$ cat src/rtl/odometer_pulse_gen.sv
`default_nettype none
// ============================================================================
// Module      : odometer_pulse_gen
// Description : Wheel-tick conditioning (sync + debounce or simulated wheel),
//               10 m divider, min-width pulse shaper and idle/wait detector.
// Revision    : 1.0 - initial release
// ============================================================================
module odometer_pulse_gen #(
  parameter int DEBOUNCE_CYCLES     = 1000,
  parameter int PULSES_PER_10M      = 4,
  parameter int PULSE_HIGH_CYCLES   = 4,
  parameter int WAIT_TIMEOUT_CYCLES = 50000000
) (
  input  logic        clk,
  input  logic        rst,
  input  logic        en,
  input  logic        wheel_in,
  input  logic        sim_en,
  input  logic [23:0] sim_period,
  output logic        ten_meter_pulse,
  output logic        wait_en,
  output logic        overrun
);

  localparam int c_deb_w = $clog2(DEBOUNCE_CYCLES) + 1;
  localparam int c_div_w = $clog2(PULSES_PER_10M) + 1;
  localparam int c_ph_w  = $clog2(PULSE_HIGH_CYCLES) + 1;
  localparam int c_tmr_w = $clog2(WAIT_TIMEOUT_CYCLES) + 1;

  localparam logic [c_deb_w-1:0] c_deb_max  = c_deb_w'(DEBOUNCE_CYCLES);
  localparam logic [c_div_w-1:0] c_div_last = c_div_w'(PULSES_PER_10M - 1);
  localparam logic [c_ph_w-1:0]  c_ph_last  = c_ph_w'(PULSE_HIGH_CYCLES - 1);
  localparam logic [c_tmr_w-1:0] c_tmr_max  = c_tmr_w'(WAIT_TIMEOUT_CYCLES);

  localparam logic [1:0] c_st_idle = 2'd0;
  localparam logic [1:0] c_st_high = 2'd1;
  localparam logic [1:0] c_st_gap  = 2'd2;

  logic               r_sync1;
  logic               r_sync2;
  logic [c_deb_w-1:0] r_deb_cnt;
  logic [c_deb_w-1:0] w_deb_cnt_inc;
  logic               r_deb_level;
  logic               r_deb_level_d;
  logic               w_raw_tick;

  logic [23:0]        r_sim_cnt;
  logic [23:0]        r_sim_period_q;
  logic               w_sim_run;
  logic               w_sim_tick;
  logic               w_tick;

  logic [c_div_w-1:0] r_div;
  logic               w_event;

  logic [1:0]         r_state;
  logic [1:0]         w_state_next;
  logic [c_ph_w-1:0]  r_phase;
  logic               w_phase_last;
  logic               w_busy_mid;
  logic               r_pending;
  logic               r_overrun;

  logic [c_tmr_w-1:0] r_timer;

  // Synchroniser and debounce: level only moves after a full run of mismatches
  assign w_deb_cnt_inc = r_deb_cnt + c_deb_w'(1);

  always_ff @(posedge clk) begin
    if (rst) begin
      r_sync1       <= 1'b0;
      r_sync2       <= 1'b0;
      r_deb_cnt     <= '0;
      r_deb_level   <= 1'b0;
      r_deb_level_d <= 1'b0;
    end else begin
      r_sync1       <= wheel_in;
      r_sync2       <= r_sync1;
      r_deb_level_d <= r_deb_level;
      if (r_sync2 != r_deb_level) begin
        if (w_deb_cnt_inc == c_deb_max) begin
          r_deb_level <= r_sync2;
          r_deb_cnt   <= '0;
        end else begin
          r_deb_cnt <= w_deb_cnt_inc;
        end
      end else begin
        r_deb_cnt <= '0;
      end
    end
  end

  assign w_raw_tick = r_deb_level & ~r_deb_level_d;

  // Simulated wheel; a period change holds the counter at 0 for that cycle
  assign w_sim_run  = sim_en && (sim_period != 24'd0) && (sim_period == r_sim_period_q);
  assign w_sim_tick = w_sim_run && (r_sim_cnt == sim_period - 24'd1);

  always_ff @(posedge clk) begin
    if (rst) begin
      r_sim_cnt      <= '0;
      r_sim_period_q <= '0;
    end else begin
      r_sim_period_q <= sim_period;
      if (!w_sim_run || w_sim_tick) begin
        r_sim_cnt <= '0;
      end else begin
        r_sim_cnt <= r_sim_cnt + 24'd1;
      end
    end
  end

  assign w_tick  = sim_en ? w_sim_tick : w_raw_tick;
  assign w_event = en && w_tick && (r_div == c_div_last);

  always_ff @(posedge clk) begin
    if (rst) begin
      r_div <= '0;
    end else if (en && w_tick) begin
      r_div <= w_event ? '0 : r_div + c_div_w'(1);
    end
  end

  // Pulse shaper FSM: state register
  always_ff @(posedge clk) begin
    if (rst) begin
      r_state <= c_st_idle;
      r_phase <= '0;
    end else begin
      r_state <= w_state_next;
      if (w_state_next != r_state) begin
        r_phase <= '0;
      end else if (r_state != c_st_idle) begin
        r_phase <= r_phase + c_ph_w'(1);
      end
    end
  end

  assign w_phase_last = (r_phase == c_ph_last);
  assign w_busy_mid   = (r_state == c_st_high) || ((r_state == c_st_gap) && !w_phase_last);

  // Pulse shaper FSM: next state; the last GAP cycle chains straight into HIGH
  always_comb begin
    w_state_next = r_state;
    case (r_state)
      c_st_idle: if (w_event) w_state_next = c_st_high;
      c_st_high: if (w_phase_last) w_state_next = c_st_gap;
      c_st_gap:  if (w_phase_last) begin
        w_state_next = (en && (r_pending || w_event)) ? c_st_high : c_st_idle;
      end
      default:   w_state_next = c_st_idle;
    endcase
  end

  // Pulse shaper FSM: outputs
  always_comb begin
    ten_meter_pulse = (r_state == c_st_high);
  end

  always_ff @(posedge clk) begin
    if (rst) begin
      r_pending <= 1'b0;
      r_overrun <= 1'b0;
    end else begin
      if (!en) begin
        r_pending <= 1'b0;
      end else if ((r_state == c_st_gap) && w_phase_last) begin
        r_pending <= r_pending && w_event;
      end else if (w_busy_mid && w_event) begin
        r_pending <= 1'b1;
      end
      if (w_busy_mid && w_event && r_pending) begin
        r_overrun <= 1'b1;
      end
    end
  end

  assign overrun = r_overrun;

  // Idle timer saturates at the timeout; a tick always wins over reaching it
  always_ff @(posedge clk) begin
    if (rst) begin
      r_timer <= '0;
    end else if (!en || w_tick) begin
      r_timer <= '0;
    end else if (r_timer != c_tmr_max) begin
      r_timer <= r_timer + c_tmr_w'(1);
    end
  end

  assign wait_en = (r_timer == c_tmr_max);

endmodule
`default_nettype wire

$ cat config.mk
export PLATFORM = sky130hd
export DESIGN_NAME = odometer_pulse_gen
export DESIGN_NICKNAME = d
export VERILOG_FILES = /design/src/rtl/odometer_pulse_gen.sv
export SDC_FILE = /design/constraint.sdc
export NUM_CORES = 1
export LEC_CHECK = 0
export CORE_UTILIZATION = 50
export CTS_BUF_LIST = sky130_fd_sc_hd__clkbuf_2
export DETAILED_ROUTE_END_ITERATION = 10
export MAX_ROUTING_LAYER = met4
export PLACE_DENSITY_LB_ADDON = 0.05
export SKIP_LAST_GASP = 1
export SYNTH_ARGS = -nofsm -noshare
export SYNTH_HDL_FRONTEND = slang
export SYNTH_SLANG_ARGS = --single-unit
$ cat constraint.sdc
create_clock -name clk -period 4.4 [get_ports clk]
set_input_delay 0.66 -clock clk [delete_from_list [all_inputs] [get_ports clk]]
set_output_delay 0.66 -clock clk [all_outputs]
set_load 0.01 [all_outputs]
==> results_dict.tcl <==
set metrics [dict create \
    grt_remaining_overflow 0 \
    global_route_wire_length_before_repair_mm 20.47 \
    finish.cell_count_without_fillers 815 \
    post_dp_cell_area_mm2 0.005872 \
    synth_top_cells_by_area "dfxtp_1, xnor2_1, nor2_1" \
    cp_slowest_stage_delay_ns 0.53 \
    grt_util_all_layers_pct 24.04 \
    drt_pre_antenna_iters 5 \
    initial_core_util_pct 52.19 \
    hold_path_startpoint "r_deb_cnt[0]$_SDFF_PP0_" \
    syn-mean-instance-area_um2 8.403 \
    worstPathCellList "clkdlybuf4s50_1 > inv_1 > ha_1 > nor2b_1 > nand4_1 > or4_1 > o31ai_1 > o21ai_0 > a2111oi_2 > nand4b_1 > nand3_2 > nor2_1" \
    max_slew_violation_total_from_the_final_report 0 \
    post-dp-hpwl_mm 9.367 \
    synth-edff-count 0 \
    wirelength_mm 12.28 \
    finalHoldViolCount 0 \
    post_cts.repair.setup_buffers 0 \
    yosys_warnings 0 \
    whs_endpoint "r_deb_cnt[0]$_SDFF_PP0_" \
    synth_fp_nets 686 \
    end_kind "flop" \
    fin_setup_tns_ns 0 \
    layout_commonest_cell "nor2_1" \
    reg2reg_depth 9 \
    finalSetupViolations 0 \
    syn-cell-area_mm2 0.005436 \
    cts-root-buf "clkbuf_2" \
    synth_largest_area_cell "dfxtp_1" \
    cts_inserted_buffers 9 \
    synth_cell_type_count 67 \
    clock_path_buffers 2 \
    std_cell_rows 37 \
    cell_leakage_power_nw 2.040 \
    period_share_pct 81.37 \
    synth.ff_latch_count 100 \
    timing.hold.worst.class "flop to flop" \
    ys_async_sr_fraction_pct 0 \
    area_delta_synth_final_pct 10.63 \
    syn_inst 647 \
    finalCoreUtilization_pct 57.74 \
    antenna_violating_nets_post_route 0 \
    wire_per_inst_um 15.07 \
    via_count 4519 \
    max-cap-violations 0 \
    worst_skew_pair.late_latency_ns 0.61 \
    ctsHtreeMaxLevel 3 \
    cts_tree "yes" \
    worstSetupPathType "primary input to flop" \
    top_level_ports 32 \
    timing.critical_path.arrival_ns 4.09 \
    most-common-layout-cells "nor2_1, dfxtp_1, xnor2_1, xor2_1, nand2_1" \
    design.final.nets 713 \
    period_needed_ns 3.580 \
    slew_headroom_pct 54.56 \
    post_drt_via_cell_ratio 5.545 \
    outcome "finished, final reports clean" \
    maximum_number_of_pins_on_one_net_before_global_route_repair 28 \
    grt_pass1_vias 4175 \
    max-vdd-ir-drop_mv 0.2357 \
    synth_flop_cell "dfxtp_1" \
    final_design_area_no_fill_mm2 0.006015 \
    clkSinkCount 100 \
    final_layout_size_suffix_gt1_share_pct 6.038 \
    worstReg2RegEnd "r_phase[1]$_SDFFE_PP0N_" \
    finClkSkew_ns 0.03218 \
    worst_hold_path.num_cells 1 \
    yosysTopAreaCellShare_pct 36.82 \
    post_cts.resized_instances 0 \
    critical_path.slowest_cell "or4_1" \
    chipWidth_um 106.3 \
    worst_path_clk_slew_ns 0.27 \
    design.die.area_mm2 0.01129 \
    post_cts_hold_buffer_count 0 \
    timing.rr.start "r_sim_cnt[21]$_SDFF_PP0_" \
    place_inst 799 \
    buffer_ports.inserted 31 \
    required_ns 4.91 \
    antennaDiodeCount 0 \
    timing_worst_slew_pin_value_ns 0.6754 \
    antenna_found_initial 0 \
    detail_route.iter0.violations 251 \
    timing.critical_path.fanout_max 27 \
    max_freq_mhz 279.3 \
    remaining_drc_errors 0 \
    power.density_mw_per_mm2 269.4 \
    globalplace.congestion 0.9585 \
    ys_seq_area_share_pct 36.82 \
    rsz0062_at_grt "false" \
    startpoint_type_of_the_worst_setup_path "primary input" \
    worst-r2r-setup-slack_ns 1.57 \
    core_mm2 0.01042 \
    fp.dieH_um 106.3 \
]
-- critical path, delay by kind of cell --
| kind | cells | cell delay (ns) |
|---|---|---|
| adder cells (fa/ha/maj) | 1 | 0.32 |
| AND/OR/NAND/NOR | 6 | 1.80 |
| AO/OA/AOI/OAI | 3 | 0.65 |
| buffers and inverters | 2 | 0.65 |
-- how the worst max path moves through the flow --
stage,from,slack (ns),to,cells past startpoint
CTS,sim_period[1],0.90,r_timer[19]$_SDFFE_PP0N_,12
global placement,sim_period[1],0.32,r_timer[15]$_SDFFE_PP0N_,12
floorplan,sim_period[2],0.98,r_phase[1]$_SDFFE_PP0N_,10
global route,sim_period[1],0.57,r_timer[20]$_SDFFE_PP0N_,12
detailed placement,sim_period[1],0.18,r_timer[3]$_SDFFE_PP0N_,12
finish,sim_period[1],0.82,r_timer[20]$_SDFFE_PP0N_,12
-- cells in the mapped netlist (3+ instances only) --
cell      instances
nand4_1          23
and4_1            3
a21oi_1           4
buf_2             9
or4_1             4
mux2i_1           7
dfxtp_1         100
nor4_1           10
nor4b_1           5
nor3b_1           3
and3_1           11
nand4b_1          3
xor2_1           50
a31oi_1           5
nor2b_1          32
clkbuf_1         14
or4_4             3
nor2_1          122
nand2b_1         10
o21ai_0           6
nand2_1          39
ha_1             10
xnor2_1          57
inv_1            18
or3_1            10
nand3_1          29
nor3_1            9
-- cells by family after synthesis --
| group | share of synthesized area (%) |
|---|---|
| xor gates and xnor gates | 17.24 |
| buffers and inverters | 3.728 |
| DFF | 36.82 |
| AOI/OAI and AO/OA | 6.905 |
| and+or+nand+nor | 31.71 |
| muxes | 1.289 |
| adders and majority gates | 2.301 |
-- area by class of cell --
cell class | count | area [um^2]
fill | 986 | 4402
multi-input combinational | 502 | 3232
sequential | 100 | 2002
timing repair buffer | 43 | 400.4
tap | 136 | 170.2
clock inverter | 7 | 97.59
inverter | 18 | 67.56
clock buffer | 9 | 45.04
-- through the flow --
step | hold slack (ns) | total power [mW] | setup WS, ns
CTS | 0.4640 | 1.640 | 0.9004
global placement | 0.4248 | 1.113 | 0.3177
detailed placement | 0.4279 | 1.114 | 0.1758
global route | 0.4790 | 1.693 | 0.5722
floorplan | 0.4130 | 1.048 | 0.9799
finish | 0.4569 | 1.620 | 0.8196
-- where the power goes --
group	switching [mW]	total (mW)	internal [mW]
clock network	0.327	0.521	0.194
logic	0.0944	0.170	0.0753
registers	0.00620	0.929	0.923
total	0.428	1.62	1.19
-- state kept, by name, summed over array words and instances (netlist names) --
register / count
r_deb_level: 1
r_pending: 1
r_sync2: 1
r_state: 2
r_deb_cnt: 11
overrun: 1
r_div: 3
r_sim_period_q: 24
r_sync1: 1
r_sim_cnt: 24
r_timer: 27
r_phase: 3
r_deb_level_d: 1
-- layer usage --
layer	vias to the layer above	global-route usage [%]	routed length, um
li1	2262	-	-
met1	2133	28.51	5399
met2	108	40.03	6076
met3	16	5.763	574
met4	0	7.837	227
met5	-	-	0
(Power assumes the default switching activity.)
